File: src/rtl/vga_pkg.sv
`default_nettype none
// ----------------------------------------------------------------------------
// vga_pkg : shared display defaults, zoom encodings, scaled-image geometry
// Revision: 1.0
// ----------------------------------------------------------------------------
package vga_pkg;

  localparam int DEF_H_DISPLAY = 640;
  localparam int DEF_V_DISPLAY = 480;

  localparam logic [2:0] ZOOM_Q  = 3'd0;
  localparam logic [2:0] ZOOM_H  = 3'd1;
  localparam logic [2:0] ZOOM_1X = 3'd2;
  localparam logic [2:0] ZOOM_2X = 3'd3;
  localparam logic [2:0] ZOOM_4X = 3'd4;

  typedef struct packed {
    logic [11:0] out_w;
    logic [11:0] out_h;
    logic [11:0] h_off;
    logic [11:0] v_off;
  } geom_t;

  // Scaled size is src*2^zoom/4, centred on the visible area.
  function automatic geom_t zoom_geom(input logic [2:0] zoom, input int h_disp,
                                      input int v_disp, input int src_w, input int src_h);
    geom_t       g;
    logic [15:0] w;
    logic [15:0] h;
    w = (16'(src_w) << zoom) >> 2;
    h = (16'(src_h) << zoom) >> 2;
    g.out_w = w[11:0];
    g.out_h = h[11:0];
    g.h_off = 12'((16'(h_disp) - w) >> 1);
    g.v_off = 12'((16'(v_disp) - h) >> 1);
    return g;
  endfunction

endpackage
`default_nettype wire

File: src/rtl/vga_pipe_delay.sv
`default_nettype none
// ----------------------------------------------------------------------------
// vga_pipe_delay : WIDTH x DEPTH shift register, cleared by active-low reset
// Revision: 1.0
// ----------------------------------------------------------------------------
module vga_pipe_delay #(
  parameter int WIDTH = 1,
  parameter int DEPTH = 1
) (
  input  logic             clk,
  input  logic             reset,
  input  logic [WIDTH-1:0] din,
  output logic [WIDTH-1:0] dout
);

  logic [WIDTH-1:0] stage_q [DEPTH];
  logic [WIDTH-1:0] stage_d [DEPTH];

  always_comb begin
    stage_d[0] = din;
    for (int i = 1; i < DEPTH; i++) begin
      stage_d[i] = stage_q[i-1];
    end
  end

  always_ff @(posedge clk) begin
    if (!reset) begin
      for (int i = 0; i < DEPTH; i++) begin
        stage_q[i] <= '0;
      end
    end else begin
      stage_q <= stage_d;
    end
  end

  assign dout = stage_q[DEPTH-1];

endmodule
`default_nettype wire

File: src/rtl/vga_scaled_addr_gen.sv
`default_nettype none
// ----------------------------------------------------------------------------
// vga_scaled_addr_gen : raster position -> VdRam address for a centred,
//                       nearest-neighbour scaled image (1/4 .. 4x)
// Revision: 1.0
// ----------------------------------------------------------------------------
module vga_scaled_addr_gen
  import vga_pkg::*;
#(
  parameter int H_DISPLAY = DEF_H_DISPLAY,
  parameter int V_DISPLAY = DEF_V_DISPLAY,
  parameter int SRC_W     = 160,
  parameter int SRC_H     = 120,
  parameter int ADDR_W    = 17,
  parameter int PIPE_LAT  = 2
) (
  input  logic              pclk,
  input  logic              reset,
  input  logic [2:0]        zoom_level,
  input  logic [9:0]        current_x,
  input  logic [9:0]        current_y,
  output logic              is_image_area,
  output logic [ADDR_W-1:0] read_addr,
  output logic [2:0]        zoom_active,
  output logic              frame_tick
);

  geom_t             geom;
  logic [2:0]        zoom_q, zoom_d;
  logic              frame_tick_q, frame_tick_d;
  logic              frame_valid_q, frame_valid_d;
  logic [ADDR_W-1:0] row_base_q, row_base_d;
  logic [ADDR_W-1:0] col_addr_q, col_addr_d;
  logic [1:0]        sub_x_q, sub_x_d;
  logic [1:0]        sub_y_q, sub_y_d;
  logic [ADDR_W-1:0] cur_col, addr_now;
  logic [1:0]        cur_sub, rep_max, up_s, dn_d;
  logic [11:0]       x_w, y_w, h_end, v_end;
  logic              upscale, boundary, in_area, line_start;
  logic [ADDR_W:0]   pipe_in, pipe_out;

  always_comb begin
    geom       = zoom_geom(zoom_q, H_DISPLAY, V_DISPLAY, SRC_W, SRC_H);
    x_w        = {2'b00, current_x};
    y_w        = {2'b00, current_y};
    h_end      = geom.h_off + geom.out_w;
    v_end      = geom.v_off + geom.out_h;
    boundary   = (current_x == '0) && (y_w == 12'(V_DISPLAY));
    // Image is suppressed until a frame boundary has re-seeded the row counters.
    in_area    = frame_valid_q && (x_w >= geom.h_off) && (x_w < h_end) &&
                 (y_w >= geom.v_off) && (y_w < v_end);
    upscale    = (zoom_q >= ZOOM_1X);
    up_s       = upscale ? 2'(zoom_q - ZOOM_1X) : 2'd0;
    dn_d       = upscale ? 2'd0 : 2'(ZOOM_1X - zoom_q);
    rep_max    = 2'((3'd1 << up_s) - 3'd1);
    line_start = (x_w == geom.h_off);
    cur_col    = line_start ? row_base_q : col_addr_q;
    cur_sub    = line_start ? 2'd0 : sub_x_q;
    addr_now   = in_area ? cur_col : '0;

    zoom_d        = zoom_q;
    frame_tick_d  = boundary;
    frame_valid_d = frame_valid_q;
    row_base_d    = row_base_q;
    col_addr_d    = col_addr_q;
    sub_x_d       = sub_x_q;
    sub_y_d       = sub_y_q;

    if (in_area) begin
      if (upscale) begin
        if (cur_sub == rep_max) begin
          col_addr_d = cur_col + ADDR_W'(1);
          sub_x_d    = 2'd0;
        end else begin
          col_addr_d = cur_col;
          sub_x_d    = cur_sub + 2'd1;
        end
      end else begin
        col_addr_d = cur_col + (ADDR_W'(1) << dn_d);
        sub_x_d    = 2'd0;
      end
      if (x_w == h_end - 12'd1) begin
        if (upscale) begin
          if (sub_y_q == rep_max) begin
            row_base_d = row_base_q + ADDR_W'(SRC_W);
            sub_y_d    = 2'd0;
          end else begin
            sub_y_d    = sub_y_q + 2'd1;
          end
        end else begin
          row_base_d = row_base_q + (ADDR_W'(SRC_W) << dn_d);
        end
      end
    end

    if (boundary) begin
      row_base_d    = '0;
      sub_y_d       = 2'd0;
      frame_valid_d = 1'b1;
      if (zoom_level <= ZOOM_4X) begin
        zoom_d = zoom_level;
      end
    end
  end

  always_ff @(posedge pclk) begin
    if (!reset) begin
      zoom_q        <= ZOOM_1X;
      frame_tick_q  <= 1'b0;
      frame_valid_q <= 1'b0;
      row_base_q    <= '0;
      col_addr_q    <= '0;
      sub_x_q       <= 2'd0;
      sub_y_q       <= 2'd0;
    end else begin
      zoom_q        <= zoom_d;
      frame_tick_q  <= frame_tick_d;
      frame_valid_q <= frame_valid_d;
      row_base_q    <= row_base_d;
      col_addr_q    <= col_addr_d;
      sub_x_q       <= sub_x_d;
      sub_y_q       <= sub_y_d;
    end
  end

  assign pipe_in = {in_area, addr_now};

  vga_pipe_delay #(
    .WIDTH (ADDR_W + 1),
    .DEPTH (PIPE_LAT)
  ) u_delay (
    .clk   (pclk),
    .reset (reset),
    .din   (pipe_in),
    .dout  (pipe_out)
  );

  assign {is_image_area, read_addr} = pipe_out;
  assign zoom_active = zoom_q;
  assign frame_tick  = frame_tick_q;

endmodule
`default_nettype wire

File: config.mk
export PLATFORM = sky130hd
export DESIGN_NAME = vga_scaled_addr_gen
export DESIGN_NICKNAME = d
export VERILOG_FILES = /design/src/rtl/vga_pkg.sv /design/src/rtl/vga_pipe_delay.sv /design/src/rtl/vga_scaled_addr_gen.sv
export SDC_FILE = /design/constraint.sdc
export NUM_CORES = 1
export LEC_CHECK = 0
export CAP_MARGIN = 20
export CELL_PAD_IN_SITES_DETAIL_PLACEMENT = 0
export CELL_PAD_IN_SITES_GLOBAL_PLACEMENT = 1
export CORE_ASPECT_RATIO = 1.2
export CORE_MARGIN = 4
export CORE_UTILIZATION = 44
export CTS_CLUSTER_DIAMETER = 100
export CTS_CLUSTER_SIZE = 14
export DETAILED_ROUTE_END_ITERATION = 8
export GPL_TIMING_DRIVEN = 0
export PLACE_DENSITY_LB_ADDON = 0.12
export SYNTH_ARGS = -nofsm -noshare
export SYNTH_HDL_FRONTEND = slang
export SYNTH_SLANG_ARGS = --single-unit
File: constraint.sdc
create_clock -name pclk -period 6.35 [get_ports pclk]
set_clock_uncertainty 0.2 [all_clocks]
set_input_delay 1.27 -clock pclk [delete_from_list [all_inputs] [get_ports pclk]]
set_output_delay 1.27 -clock pclk [all_outputs]
set_load 0.005 [all_outputs]
* Yosys cells after proc, flatten, opt, wreduce, memory -nomap -nowiden
Index checks and enable logic that the tools add are counted. Widths: inputs -> output; s select.
Operators by class: divide/modulo/power cells 0, reductions and logical operators 11, bitwise operators 1, shift-type cells 5, $mul 0, equal/unequal tests 6, mux-type cells 11, magnitude comparators 6, $add $sub $neg 14
Operators by type and width (count):
- $mux 17 | 5
- $add 17x17->17 | 2
- $add 12x12->12 | 2
- $eq 10x12->1 | 2
- $ge 10x12->1 | 2
- $lt 10x12->1 | 2
- $add 17x1->17 const B | 1
- $add 17x8->17 const B | 1
- $shl 1x2->17 const A | 1
- $shl 8x2->17 const A | 1
- $shl 7x3->15 const A | 1
- $shl 8x3->15 const A | 1
- $sub 10x13->13 const A | 1
- $sub 9x13->13 const A | 1
- $mux 2 | 6
- $sub 12x1->12 const B | 1
- $eq 10x9->1 const B | 1
- $logic_not 10->1 | 1
- $reduce_and 3->1 | 2
- $logic_and 1x1->1 | 5
- $add 2x1->2 const B | 2
- $eq 2x2->1 | 2
- $reduce_and 2->1 | 2
- $ge 3x2->1 const B | 1
- other kinds (8) | 8
Word-level totals: bits in read-only memories 0, bits in latches 0, RAM bits 0, memories 0, input bits 25, bits in registers 79

* Longest topological paths before layout
word-level depth 8, gate-level depth with buffers 28

* Hierarchy
Synthesis repeated with hierarchy kept, for this count alone.
Unflattened totals: cell total of the unflattened synthesis 777, area, all modules 6184.7 µm²
By module, submodules not included:
- vga_scaled_addr_gen | cells each 702, seq. area each 760.7 µm², instances 1, area an instance 5178.7 µm²
- vga_pipe_delay | cells each 75, seq. area each 720.7 µm², instances 1, area an instance 1006.0 µm²

* Worst setup path after synthesis
Ideal clock, no wire load.
kind reg-to-reg, start reg zoom_q[0] (netlist: zoom_active[0]), end reg row_base_q[16], data arrival time 5.487 ns, data required time 6.027 ns, clock period less this slack 5.811 ns, setup time 0.123 ns, cell stages (with the launch flop) 25, slack 0.539 ns, path through dfxtp_1 clkbuf_1 inv_1 ha_1 buf_2 nor2b_1 inv_1 ha_1 xnor2_1 inv_1 fa_1 nor2b_1 a2bb2oi_1 o21a_1 o21a_1 nor2_1 xor2_1 ha_1 a2111oi_0 a211oi_1 o221a_2 or4b_1 buf_2 nor2_1 mux2_1
Between the ends: longest elaborated chain between the ends 8, elaborated cells on any way between the ends 29
Ends and longest elaborated chain:
- start, declared | RTL line vga_scaled_addr_gen.sv:29 | logic [2:0] zoom_q, zoom_d;
- start signal, assigned | RTL line vga_scaled_addr_gen.sv:116 | zoom_q <= zoom_d;
- parallel branches: the longest is 8 deep, another holds $sub 10x13->13
- end signal, assigned | RTL line vga_scaled_addr_gen.sv:119 | row_base_q <= row_base_d;
- end, declared | RTL line vga_scaled_addr_gen.sv:32 | logic [ADDR_W-1:0] row_base_q, row_base_d;
Parallel ways; which one is timed is not known. A chain may end at the register's enable or synchronous reset.

* Worst setup path in the final report
start reg zoom_q[0] (netlist: zoom_active[0]), end reg row_base_q[15]
Same word-level chain as after synthesis.

==> results.yml <==
status:
  status: "finished, final reports clean"
placement:
  gp_congestion: 0.877
  dpl.hpwl_mm: 13.6
  io_buffers: 45
  place_ws_ns: -1.21
  dp.cells: 995
sta:
  period_needed_ns: 5.96
  hold-worst-slack_ns: 0.225
  timing.fmax_mhz: 168
  slew_headroom_pct: 36.8
  worst_pin_slew_ns: 0.940
  maxSlewViolCount: 0
  finalSetupTns_ns: 0
  setup_viol: 0
  fin_crit_sh_pct: 93.9
  hold_viol: 0
  rsz0062_at_grt: "false"
  setup_slack_ns: 0.386
worst_setup_path:
  crit_type: "flip-flop to flip-flop"
  cp-start-kind: "flip-flop"
  required_ns: 6.41
  cp.arrival_ns: 6.03
  end_kind: "flip-flop"
  r2r_slack_ns: 0.39
  crit_path_max_fanout: 13
floorplanning:
  initial_core_util_pct: 45.3
  io_pins: 47
  die_area_um2: 15600
  core-area_um2: 13300
  die_h_um: 136
  die_w_um: 115
  row_count: 46
clocking:
  cts_buffers: 9
  root_buffer: "clkbuf_16"
  clkLatencyLatePin_ns: 0.33
  clock_sinks: 74
  clock_path_buffers: 2
  cts_tree: "yes"
  clk_pin_slew_worst_paths_ns: 0.06
  htree_levels: 3
run:
  drv_cap: 0
finish:
  final_layout_size_suffix_gt1_share_pct: 8.01
  fin_util_pct: 53.5
  layout_common_cells: "nand2_1, a21oi_1, ha_1"
  layoutNonFillerInstCount: 1017
  antennaDiodeCount: 0
  syn2layout_area_growth_pct: 18.1
  final_common_cell: "nand2_1"
  fin_nets: 946
  nFillCells: 1252
routing:
  ant_nets: 0
  vias: 5835
  drc_errors: 0
  drtIter0Drc: 505
  finalWirelength_mm: 17.3
  firstDrtPassIters: 6
  avgRoutedWirePerCell_um: 17.0
  viasPerCell: 5.74
grt:
  grt_pass1_wl_mm: 28.2
  grt_max_degree: 14
  antenna_found_initial: 0
  grt_pass1_vias: 5494
  grtUsageTotal_pct: 22.5
  overflow: 0
yosys:
  synth_area_per_cell_um2: 7.72
  yosysWarnings: 0
  syn_area_um2: 6020
  synth-async-reset-ratio_pct: 0
  synth_edf_count: 0
  synth_cell_type_count: 71
  ys_seq_area_share_pct: 24.6
  synth-seq-cells: 74
  synth_nets: 882
  synthCells: 780
  yosys_most_used_dff: "dfxtp_1"
power:
  ir_drop_mv: 0.292
  powerDensity_nw_per_um2: 145
  p_leak_nw: 2.88
worst_hold_path:
  hp-class: "flip-flop to flip-flop"
## final timing paths
path	startpoint	to	depth (start not counted)
min	u_delay.stage_d[9]	u_delay.dout[9]	1
max	zoom_active[0]	row_base_q[15]	24
min reg2reg	u_delay.stage_d[9]	u_delay.dout[9]	1
max reg2reg	zoom_active[0]	row_base_q[15]	24
## cell usage after synthesis, types with 3 or more instances
| master | count | share of area, % |
|---|---|---|
| o221a_2 | 3 | 0.56 |
| a2111oi_0 | 5 | 0.73 |
| clkbuf_1 | 25 | 1.6 |
| nand3_1 | 15 | 1.2 |
| buf_2 | 5 | 0.42 |
| fa_1 | 3 | 1.0 |
| nor2b_1 | 13 | 1.4 |
| a2bb2oi_1 | 3 | 0.44 |
| o21ai_0 | 51 | 4.2 |
| a21o_1 | 10 | 1.2 |
| xor2_1 | 17 | 2.5 |
| a21oi_1 | 75 | 6.2 |
| inv_1 | 47 | 2.9 |
| nand4_1 | 4 | 0.42 |
| or3_1 | 6 | 0.62 |
| mux2_2 | 3 | 0.56 |
| o21ai_1 | 9 | 0.75 |
| nand2_1 | 91 | 5.7 |
| a31oi_1 | 10 | 1.0 |
| and2_1 | 23 | 2.4 |
| and3_1 | 15 | 1.6 |
| or4_1 | 5 | 0.62 |
| o31ai_1 | 3 | 0.37 |
| o21a_1 | 7 | 0.87 |
| dfxtp_1 | 74 | 25 |
| or2_2 | 3 | 0.31 |
| nand3b_1 | 3 | 0.37 |
| nor3_1 | 14 | 1.2 |
| o211ai_1 | 5 | 0.62 |
| a211oi_1 | 10 | 1.2 |
| nor4_1 | 11 | 1.1 |
| buf_1 | 3 | 0.19 |
| nor2_1 | 57 | 3.6 |
| nand2b_1 | 9 | 0.93 |
| xnor2_1 | 18 | 2.6 |
| ha_1 | 74 | 15 |
## logic make-up (layout without fill, tap and decap cells)
group	Yosys count	count (layout)	synth area share (%)
muxes	5	5	0.914
DFF	74	74	24.6
AOI/OAI and AO/OA	218	218	22.5
buffers and inverters	81	150	5.28
xor gates and xnor gates	38	38	6.15
and+or+nand+nor	287	287	24.2
adders and majority gates	77	77	16.4
## flip-flops by register name (all words and copies together) (netlist names)
register and count:
u_delay.stage_d 18, row_base_q 12, sub_y_q 2, u_delay.dout 18, col_addr_q 17, frame_valid_q 1
sub_x_q 2, zoom_active 3, frame_tick 1
## through the flow
step	power (W)	area, um2
final	0.00103	7110
after detailed placement	0.000536	6700
after CTS	0.00104	7050
after global placement	0.000534	6680
after floorplan	0.000504	6020
after global routing	0.00107	7110
## final cells by class
| class | count | area (um2) | area share (%) |
|---|---|---|---|
| multi-input cells | 625 | 4280 | 60.1 |
| repair buffers | 53 | 503 | 7.07 |
| clock buffers | 10 | 229 | 3.22 |
| flip-flops and latches | 74 | 1490 | 20.9 |
| inverters | 47 | 180 | 2.53 |
| clock inverters | 6 | 67.6 | 0.950 |
| plain buffers | 34 | 159 | 2.23 |
| well taps | 168 | 210 | 2.96 |
## worst max-delay path, cell delays in order, from the launching register on
cell and delay (ns):
dfxtp_4 0.41, buf_6 0.18, inv_2 0.11, ha_1 0.21
buf_4 0.20, nor2b_4 0.23, inv_2 0.10, ha_2 0.22
xnor2_1 0.22, inv_1 0.11, fa_1 0.42, nor2b_2 0.19
a2bb2oi_2 0.17, o21a_1 0.15, o21a_1 0.13, nor2_1 0.05
xor2_1 0.14, ha_1 0.29, a2111oi_1 0.36, a211oi_1 0.15
o221a_2 0.38, or4b_4 0.59, buf_2 0.19, or3_1 0.35
a21oi_1 0.14
## power breakdown
part	switching (W)	internal (W)	leakage (nW)
clock	0.000199	0.000305	0.139
combinational	0.0000334	0.0000283	2.15
sequential	0.000000121	0.000464	0.597
## layer usage
metal | part of all wire, % | GRT usage, % | up-vias
met4 | 2.2 | 6.20 | 0
met3 | 6.0 | 3.03 | 31
met5 | 0 | 0 | -
met1 | 47 | 31.9 | 2678
met2 | 45 | 35.8 | 205
li1 | - | - | 2921
## what timing repair did
item | in CTS | in global routing
setup buffers | 1 | 4
pin swaps | 2 | 2
hold buffers | 0 | 0
setup endpoints to repair | 51 | 33
resized for setup | 19 | 10
Note: power is estimated with default switching activity, not from simulation.
